`src/rtl/branch_pht_port_scheduler_if.sv`:
```
// Port bundle between the gshare PHT port scheduler, its prediction/update requesters
// and the single-port PHT storage.
interface branch_pht_port_scheduler_if #(
  parameter int PHT_SIZE = 2048
) ();
  localparam int IDX_W = $clog2(PHT_SIZE);

  logic             pred_req_val;
  logic             pred_req_rdy;
  logic [31:0]      pred_req_pc;
  logic             pred_resp_val;
  logic             pred_resp_rdy;
  logic             pred_resp_taken;
  logic             upd_req_val;
  logic             upd_req_rdy;
  logic [31:0]      upd_req_pc;
  logic             upd_req_taken;
  logic [IDX_W-1:0] pht_addr;
  logic [1:0]       pht_rdata;
  logic             pht_wen;
  logic [1:0]       pht_wdata;
  logic             busy;

  modport slave (
    input  pred_req_val, pred_req_pc, pred_resp_rdy,
           upd_req_val, upd_req_pc, upd_req_taken, pht_rdata,
    output pred_req_rdy, pred_resp_val, pred_resp_taken,
           upd_req_rdy, pht_addr, pht_wen, pht_wdata, busy
  );

  modport master (
    output pred_req_val, pred_req_pc, pred_resp_rdy,
           upd_req_val, upd_req_pc, upd_req_taken, pht_rdata,
    input  pred_req_rdy, pred_resp_val, pred_resp_taken,
           upd_req_rdy, pht_addr, pht_wen, pht_wdata, busy
  );
endinterface

```
`src/rtl/branch_pht_port_scheduler.sv`:
```
// Gshare PHT/GHR owner that shares one PHT port between fetch predictions and
// queued two-cycle read-modify-write counter updates, with bounded update starvation.
module branch_pht_port_scheduler #(
  parameter int PHT_SIZE     = 2048,
  parameter int GHR_BITS     = $clog2(PHT_SIZE),
  parameter int UQ_DEPTH     = 4,
  parameter int STARVE_LIMIT = 4
) (
  input  logic                      clk,
  input  logic                      reset,
  branch_pht_port_scheduler_if.slave bus
);
  localparam int IDX_W = $clog2(PHT_SIZE);
  localparam int PTR_W = $clog2(UQ_DEPTH);
  localparam int CNT_W = PTR_W + 1;
  localparam int SC_W  = $clog2(STARVE_LIMIT + 1);

  typedef enum logic [1:0] {IDLE, UPD_RD, UPD_WR} state_e;

  state_e              state_q;
  logic [GHR_BITS-1:0] ghr_q, ghr_d;
  logic [SC_W-1:0]     starveCnt_q, starveCnt_d;
  logic [CNT_W-1:0]    count_q, count_d;
  logic [PTR_W-1:0]    wrPtr_q, rdPtr_q;
  logic                respFull_q, respTaken_q;
  logic [1:0]          ctr_q;

  // Queue keeps only the PC index bits; the GHR is folded in when the entry is serviced.
  logic [IDX_W-1:0]    uqIdx_q   [UQ_DEPTH];
  logic                uqTaken_q [UQ_DEPTH];

  logic             uqFull, uqEmpty, updGo, predFire, push, pop, headTaken;
  logic [IDX_W-1:0] predIdx, headIdx;
  logic [1:0]       ctrNext;
  logic             unusedPcBits;

  assign unusedPcBits = ^{bus.pred_req_pc[31:IDX_W+2], bus.pred_req_pc[1:0],
                          bus.upd_req_pc[31:IDX_W+2], bus.upd_req_pc[1:0], bus.pht_rdata[0]};

  assign uqFull    = (count_q == CNT_W'(UQ_DEPTH));
  assign uqEmpty   = (count_q == '0);
  assign headTaken = uqTaken_q[rdPtr_q];
  assign headIdx   = uqIdx_q[rdPtr_q] ^ ghr_q;
  assign predIdx   = bus.pred_req_pc[IDX_W+1:2] ^ ghr_q;

  assign updGo = (state_q == IDLE) && !uqEmpty &&
                 (!bus.pred_req_val || (respFull_q && !bus.pred_resp_rdy) ||
                  (starveCnt_q == SC_W'(STARVE_LIMIT)));

  assign bus.pred_req_rdy    = (state_q == IDLE) && !updGo && (!respFull_q || bus.pred_resp_rdy);
  assign predFire            = bus.pred_req_val && bus.pred_req_rdy;
  assign bus.pred_resp_val   = respFull_q;
  assign bus.pred_resp_taken = respTaken_q;
  assign bus.upd_req_rdy     = !uqFull;
  assign bus.busy            = (state_q != IDLE) || !uqEmpty;
  assign push                = bus.upd_req_val && !uqFull;
  assign pop                 = (state_q == UPD_WR);

  // A write held off by reset is what makes a mid-RMW reset abandon the update.
  assign bus.pht_wen   = (state_q == UPD_WR) && !reset;
  assign bus.pht_wdata = ctrNext;

  always_comb begin
    bus.pht_addr = '0;
    if (state_q != IDLE) bus.pht_addr = headIdx;
    else if (predFire)   bus.pht_addr = predIdx;
  end

  always_comb begin
    ctrNext = ctr_q;
    if (headTaken && ctr_q != 2'b11)       ctrNext = ctr_q + 2'b01;
    else if (!headTaken && ctr_q != 2'b00) ctrNext = ctr_q - 2'b01;
  end

  always_comb begin
    ghr_d = ghr_q;
    if (state_q == UPD_WR) ghr_d = {ghr_q[GHR_BITS-2:0], headTaken};
    count_d = count_q;
    if (push && !pop)      count_d = count_q + 1'b1;
    else if (pop && !push) count_d = count_q - 1'b1;
    starveCnt_d = starveCnt_q;
    if (updGo) starveCnt_d = '0;
    else if (predFire && !uqEmpty && starveCnt_q != SC_W'(STARVE_LIMIT))
      starveCnt_d = starveCnt_q + 1'b1;
  end

  always_ff @(posedge clk) begin
    if (reset) begin
      state_q     <= IDLE;
      ghr_q       <= '0;
      starveCnt_q <= '0;
      count_q     <= '0;
      wrPtr_q     <= '0;
      rdPtr_q     <= '0;
      respFull_q  <= 1'b0;
      respTaken_q <= 1'b0;
      ctr_q       <= 2'b00;
    end else begin
      case (state_q)
        IDLE:    if (updGo) state_q <= UPD_RD;
        UPD_RD: begin
          state_q <= UPD_WR;
          ctr_q   <= bus.pht_rdata;
        end
        UPD_WR:  state_q <= IDLE;
        default: state_q <= IDLE;
      endcase
      ghr_q       <= ghr_d;
      count_q     <= count_d;
      starveCnt_q <= starveCnt_d;
      if (push) wrPtr_q <= wrPtr_q + 1'b1;
      if (pop)  rdPtr_q <= rdPtr_q + 1'b1;
      if (predFire) begin
        respFull_q  <= 1'b1;
        respTaken_q <= bus.pht_rdata[1];
      end else if (bus.pred_resp_rdy) begin
        respFull_q  <= 1'b0;
      end
    end
  end

  always_ff @(posedge clk) begin
    if (push) begin
      uqIdx_q[wrPtr_q]   <= bus.upd_req_pc[IDX_W+1:2];
      uqTaken_q[wrPtr_q] <= bus.upd_req_taken;
    end
  end
endmodule

```
`src/flat_wrapper.sv`:
```
// flat-port wrapper written by rule: the top's interface ports become plain ports
module branch_pht_port_scheduler_flat 
#(
  parameter int PHT_SIZE     = 2048,
  parameter int GHR_BITS     = $clog2(PHT_SIZE),
  parameter int UQ_DEPTH     = 4,
  parameter int STARVE_LIMIT = 4
)
  (clk, reset, bus_pred_req_val, bus_pred_req_pc, bus_pred_resp_rdy, bus_upd_req_val, bus_upd_req_pc, bus_upd_req_taken, bus_pht_rdata, bus_pred_req_rdy, bus_pred_resp_val, bus_pred_resp_taken, bus_upd_req_rdy, bus_pht_addr, bus_pht_wen, bus_pht_wdata, bus_busy);
  branch_pht_port_scheduler_if #(.PHT_SIZE(PHT_SIZE)) bus_i ();
  input  logic clk;
  input  logic reset;
  input wire logic [$bits(bus_i.pred_req_val)-1:0] bus_pred_req_val;
  input wire logic [$bits(bus_i.pred_req_pc)-1:0] bus_pred_req_pc;
  input wire logic [$bits(bus_i.pred_resp_rdy)-1:0] bus_pred_resp_rdy;
  input wire logic [$bits(bus_i.upd_req_val)-1:0] bus_upd_req_val;
  input wire logic [$bits(bus_i.upd_req_pc)-1:0] bus_upd_req_pc;
  input wire logic [$bits(bus_i.upd_req_taken)-1:0] bus_upd_req_taken;
  input wire logic [$bits(bus_i.pht_rdata)-1:0] bus_pht_rdata;
  output wire logic [$bits(bus_i.pred_req_rdy)-1:0] bus_pred_req_rdy;
  output wire logic [$bits(bus_i.pred_resp_val)-1:0] bus_pred_resp_val;
  output wire logic [$bits(bus_i.pred_resp_taken)-1:0] bus_pred_resp_taken;
  output wire logic [$bits(bus_i.upd_req_rdy)-1:0] bus_upd_req_rdy;
  output wire logic [$bits(bus_i.pht_addr)-1:0] bus_pht_addr;
  output wire logic [$bits(bus_i.pht_wen)-1:0] bus_pht_wen;
  output wire logic [$bits(bus_i.pht_wdata)-1:0] bus_pht_wdata;
  output wire logic [$bits(bus_i.busy)-1:0] bus_busy;
  assign bus_i.pred_req_val = bus_pred_req_val;
  assign bus_i.pred_req_pc = bus_pred_req_pc;
  assign bus_i.pred_resp_rdy = bus_pred_resp_rdy;
  assign bus_i.upd_req_val = bus_upd_req_val;
  assign bus_i.upd_req_pc = bus_upd_req_pc;
  assign bus_i.upd_req_taken = bus_upd_req_taken;
  assign bus_i.pht_rdata = bus_pht_rdata;
  assign bus_pred_req_rdy = bus_i.pred_req_rdy;
  assign bus_pred_resp_val = bus_i.pred_resp_val;
  assign bus_pred_resp_taken = bus_i.pred_resp_taken;
  assign bus_upd_req_rdy = bus_i.upd_req_rdy;
  assign bus_pht_addr = bus_i.pht_addr;
  assign bus_pht_wen = bus_i.pht_wen;
  assign bus_pht_wdata = bus_i.pht_wdata;
  assign bus_busy = bus_i.busy;
  branch_pht_port_scheduler #(.PHT_SIZE(PHT_SIZE), .GHR_BITS(GHR_BITS), .UQ_DEPTH(UQ_DEPTH), .STARVE_LIMIT(STARVE_LIMIT)) u_core (.clk(clk), .reset(reset), .bus(bus_i));
endmodule
```
`config.mk`:
```
export PLATFORM = sky130hd
export DESIGN_NAME = branch_pht_port_scheduler_flat
export DESIGN_NICKNAME = d
export VERILOG_FILES = /design/src/rtl/branch_pht_port_scheduler_if.sv /design/src/rtl/branch_pht_port_scheduler.sv /design/src/flat_wrapper.sv
export SDC_FILE = /design/constraint.sdc
export NUM_CORES = 1
export LEC_CHECK = 0
export CORE_MARGIN = 1.5
export CORE_UTILIZATION = 33
export CTS_CLUSTER_DIAMETER = 50
export DETAILED_ROUTE_END_ITERATION = 12
export GPL_TIMING_DRIVEN = 0
export PLACE_DENSITY_LB_ADDON = 0.1
export SYNTH_ARGS = -nofsm -noshare
export SYNTH_HDL_FRONTEND = slang
export SYNTH_SLANG_ARGS = --single-unit
```
`constraint.sdc`:
```
create_clock -name clk -period 3.6 [get_ports clk]
set_input_delay 0.36 -clock clk [delete_from_list [all_inputs] [get_ports clk]]
set_output_delay 0.36 -clock clk [all_outputs]
set_load 0.01 [all_outputs]
```
After elaboration in Yosys (flattened, before gate mapping)
Memory sizes are Yosys's and may differ from the RTL's. A register that Yosys moved wholly into a read port is not among the register bits.
Cells that the tools add are included.
{ "word_totals": {"wordCells": 78, "ff_bits": 27, "ram_bits": 48, "memories": 2} }
{ "mem_list": {"columns": ["name", "words", "word_bits", "rd", "rd_ports_with_merged_regs", "write_ports", "line_no", "rtl"], "rows": [
  ["u_core.uqIdx_q", 4, 11, 1, 1, 1, "branch_pht_port_scheduler.sv:29", "logic [IDX_W-1:0] uqIdx_q [UQ_DEPTH];"],
  ["u_core.uqTaken_q", 4, 1, 1, 1, 1, "branch_pht_port_scheduler.sv:30", "logic uqTaken_q [UQ_DEPTH];"]
]} }
{ "op_classes": {"n_addsub": 7, "n_reduce_logical": 35, "n_eq_ne": 7, "n_mux": 16, "n_bitwise": 2} }
{ "op_table": {"columns": ["op", "n"], "rows": [
  ["11-bit two-way mux", 2],
  ["11-bit XOR", 2],
  ["1-bit logical AND", 14],
  ["2-bit two-way mux", 7],
  ["1-bit zero test", 10],
  ["2-bit nonzero test", 4],
  ["2-bit by 1-bit adder with 2-bit output, second input constant", 3],
  ["3-bit by 1-bit adder with 3-bit output, second input constant", 2],
  ["3-bit == test, second input constant", 2],
  ["3-bit two-way mux", 2],
  ["1-bit logical OR", 4],
  ["1-bit two-way mux", 4],
  ["2-bit case mux with 2 select lines", 1],
  ["3-bit zero test", 1],
  ["3-bit inequality test, second input constant", 1],
  ["3-bit by 1-bit subtractor with 3-bit output, second input constant", 1],
  ["2-bit by 1-bit == test with 1-bit output, second input constant", 1],
  ["2-bit == test, second input constant", 1],
  ["2-bit zero test", 1],
  ["2-bit by 1-bit inequality test with 1-bit output, second input constant", 1],
  ["2-bit inequality test, second input constant", 1],
  ["2-bit OR reduction", 1],
  ["2-bit by 1-bit subtractor with 2-bit output, second input constant", 1]
]} }

Depth between registers and ports, before layout
{ "logic_depth": {"depth_word": 11, "depth_mapped": 9} }

Worst setup path before layout
No wires, ideal clock.
{ "synth_timing": {"kind": "register to register", "startpoint": "reg u_core.state_q[1]", "endpoint": "reg u_core.count_q[2]", "required_time_ps": 3530, "path_slack_ps": 1474, "path_stages_with_launch": 10, "setup_ps": 70, "n_path_buf": 1, "t_arrival_ps": 2056, "cell_sequence": "dfxtp_1 nor2b_1 inv_1 clkbuf_1 ha_1 inv_1 fa_1 xor2_1 or3_1 a21oi_1"} }
{ "synth_via": {"elab_chain_len": 4, "elab_cells_between_ends": 6} }
{ "synth_lines": {"columns": ["item", "line_no", "rtl"], "rows": [
  ["start, declared", "branch_pht_port_scheduler.sv:20", "state_e state_q;"],
  ["start signal, assigned", "branch_pht_port_scheduler.sv:89", "state_q <= IDLE;"],
  ["start signal, assigned", "branch_pht_port_scheduler.sv:100", "IDLE: if (updGo) state_q <= UPD_RD;"],
  ["start signal, assigned", "branch_pht_port_scheduler.sv:102", "state_q <= UPD_WR;"],
  ["2-bit == test *", "branch_pht_port_scheduler.sv:57", "assign pop = (state_q == UPD_WR);"],
  ["1-bit zero test", "branch_pht_port_scheduler.sv:79", "if (push && !pop) count_d = count_q + 1'b1;"],
  ["1-bit logical AND", "branch_pht_port_scheduler.sv:79", null],
  ["3-bit two-way mux / 2-bit nonzero test (equally long branches)", null, null],
  ["end signal, assigned", "branch_pht_port_scheduler.sv:109", "count_q <= count_d;"],
  ["end, declared", "branch_pht_port_scheduler.sv:23", "logic [CNT_W-1:0] count_q, count_d;"]
]} }
Mark *: on every way between the ends. The rest lies on a longest branch, timed or not.
A chain may end at the register's enable or synchronous reset.

==> run summary <==
ratio of cells with drive above 1 in the final layout - 10.9%
Core Rows - 36
peak supply drop - 0.243 mV
routed wire length - 6870 um
total grt overflow - 0
outcome - finished, final reports clean
Post-synth EDFFs - 48
initial antenna violation count - 0
final worst-path cycle share - 84.2%
Fmax - 330 MHz
Initial Util - 33.9%
clock slew at reported path FFs - 0.08 ns
setup TNS - 0 ns
area leader, netlist - edfxtp_1
first-pass GRT wire length - 10600 um
FILL cells - 934
hold buffers post-CTS - 0
top cells by area, synth - edfxtp_1 44%, dfxtp_1 18%, mux4_2 7.5%, a21oi_1 4.3%, nand2_1 3.5%
max_slew headroom - 56.3%
internal reg-to-reg setup slack - 1.18 ns
Sw Ratio - 31.5%
Cells after Synth - 250
fin. max-slew vios - 0
Tightest Pin Transition - 0.655 ns
Setup Skew - 0.00696 ns
clock latency on the worst-skew pair - 0.35 ns
Power Total - 0.00262 W
highest metal used - met4
Net Sw Power - 0.000823 W
CP Data Arrival Time - 2.67 ns
WS Path Type - flop to output pin
RR Startpoint - u_core.state_q[1]
PwrDens - 632 nW/um2
Via Count - 2138
leakage - 1.38 nW
Clock Tree Buf Depth - 2
yosys warns - 0
Non-Filler Instances - 446
met3 wire len - 358 um
number of CTS-inserted buffers - 9
post-synth top area share - 43.7%
Yosys reg bits - 77
vias per inst - 4.79
wire length on met2 - 3300 um
Root Driver - clkbuf_8
area grow syn2layout - 25.5%
Met1 Wirelength - 3090 um
Buffers on Ports - 47
Pre-antenna DRT Iters - 4
final setup margin - 0.569 ns
hold endpoint - u_core.ghr_q[5]
power share of the combinational group - 31.7%
CP endpoint kind - output pin
Synth cell types - 36
most frequent cells after synthesis - 48 x edfxtp_1, 31 x nand2_1, 29 x dfxtp_1
RD Place Congestion - 0.782
sequential power share - 42.7%
Post-CTS Resized - 0
number of nets still failing antenna checks after routing - 0
die width - 103 um
Routed WL per cell - 15.4 um
final period demand of the worst path - 3.03 ns
placed cells - 430
number of diodes - 0
mean area per synthesized cell - 13.2 um2
Initial DRC Count - 55
CTS tree - done
Max Cap Viol - 0
R2R cell count - 9
pre-CTS setup slack - 0.767 ns
Core ar. - 9730 um2
Die ar. - 10600 um2
share of flip-flops with an asynchronous set or reset - 0%
fin area - 4140 um2
CTS sink count - 77
Net Count, Synth - 332
Final Net Count - 390
number of global-route vias before repair - 2055
RSZ-0062 raised after global routing - false
DRC viols - 0
R2R Path End - u_core.count_q[2]
top_reg_cell synth - edfxtp_1
Post-Syn Area - 3300 um2
Post-DP Area - 3930 um2
clock power share - 25.6%
Worst Hold Class - input port to flop
crit path max fanout - 10
CP required - 3.24 ns
post-DP HPWL - 4780 um
register area share after synthesis - 61.3%
largest net degree at the start of global routing - 16
Hold Crit Depth - 2
setup violators final - 0
die height - 103 um
Final Hold Fails - 0
setup repair bufs after CTS - 0
P_int - 0.00179 W
H-tree Lvls - 3
Critical Path Start Type - flop
num ports - 91
top-count cell post-synth - edfxtp_1
Global Route Usage Sum - 13.7%
min-delay src - reset
-- routing by layer --
metal | up-vias | GRT usage (%)
met1 | 1022 | 17.0
met2 | 50 | 22.3
met4 | 0 | 6.55
met3 | 11 | 3.80
met5 | - | 0
li1 | 1055 | -
-- power groups by stage --
stage,clock network [W],logic (W),registers [W]
floorplan,0,0.000511,0.00113
global placement,0,0.000834,0.00114
detailed placement,0,0.000839,0.00114
CTS,0.000694,0.000843,0.00112
global route,0.000723,0.000911,0.00113
finish,0.000670,0.000830,0.00112
-- final cells by class --
type | count | area (um2) | area share [%]
Multi-Input combinational cell | 153 | 1190 | 28.7
Tap cell | 133 | 166 | 4.02
Buffer | 11 | 52.6 | 1.27
Clock inverter | 7 | 80.1 | 1.94
Clock buffer | 9 | 124 | 2.99
Timing Repair Buffer | 47 | 470 | 11.4
Inverter | 9 | 33.8 | 0.816
Sequential cell | 77 | 2020 | 48.9
-- logic make-up (layout without fill, tap and decap cells) --
logic type / Yosys count / after routing / synth area share (%)
and+or+nand+nor: 61 / 61 / 8.39
DFF: 77 / 77 / 61.3
xor gates and xnor gates: 6 / 6 / 1.59
AOI/OAI and AO/OA: 59 / 59 / 12.2
adders and majority gates: 10 / 10 / 4.02
muxes: 17 / 17 / 9.83
buffers and inverters: 20 / 83 / 2.62
-- cell usage in the layout, fill, tap and decap left out, types with 2 or more instances in the layout --
cell type,instances
edfxtp_1,48
inv_1,9
nand3_1,2
xor2_1,3
a221oi_1,11
mux2i_1,5
xnor2_1,3
buf_2,3
and2_1,4
o22a_1,11
o21ai_0,3
dfxtp_1,29
clkdlybuf4s50_1,47
mux4_2,11
nor3_1,2
nand2b_1,3
ha_1,9
inv_6,4
a21oi_1,28
nand2_1,31
clkbuf_8,9
nor2_1,13
clkbuf_1,6
-- metrics by stage --
step | util, % | hold WS, ns
floorplan | - | 0.449
CTS | 42.5 | 0.411
global route | 42.5 | 0.454
finish | 42.5 | 0.423
detailed placement | 40.4 | 0.450
global placement | 40.4 | 0.450
-- sequential cells by signal (all words and copies together), names as in the netlist, 2 cells and up, named ones only --
signal,flops
u_core.state_q,2
u_core.ghr_q,11
u_core.ctr_q,2
u_core.wrPtr_q,2
u_core.starveCnt_q,3
u_core.uqTaken_q,4
u_core.uqIdx_q,44
u_core.count_q,3
u_core.rdPtr_q,2
-- worst max-delay path, stage by stage, from the launching register on --
cell             delay (ns)
dfxtp_1                0.37
buf_1                  0.52
mux4_2                 0.44
o22a_1                 0.19
a21oi_1                0.22
clkdlybuf4s50_1        0.58
-- how the worst max path moves through the flow --
| stage | startpoint | endpoint | slack, ns | depth (start not counted) |
|---|---|---|---|---|
| 6_report | flop | bus_pht_addr[3] | 0.57 | 5 |
| 5_1_grt | flop | bus_pht_addr[3] | 0.42 | 5 |
| 4_1_cts | flop | bus_pht_addr[3] | 0.53 | 5 |
| 3_5_place_dp | bus_pred_resp_rdy | bus_pht_addr[3] | 0.77 | 7 |
| 3_3_place_gp | bus_pred_resp_rdy | bus_pht_addr[3] | 0.73 | 7 |
| 2_1_floorplan | u_core.state_q[1] | u_core.count_q[2] | 1.47 | 9 |
No activity file was read; power rests on OpenSTA's default activity.
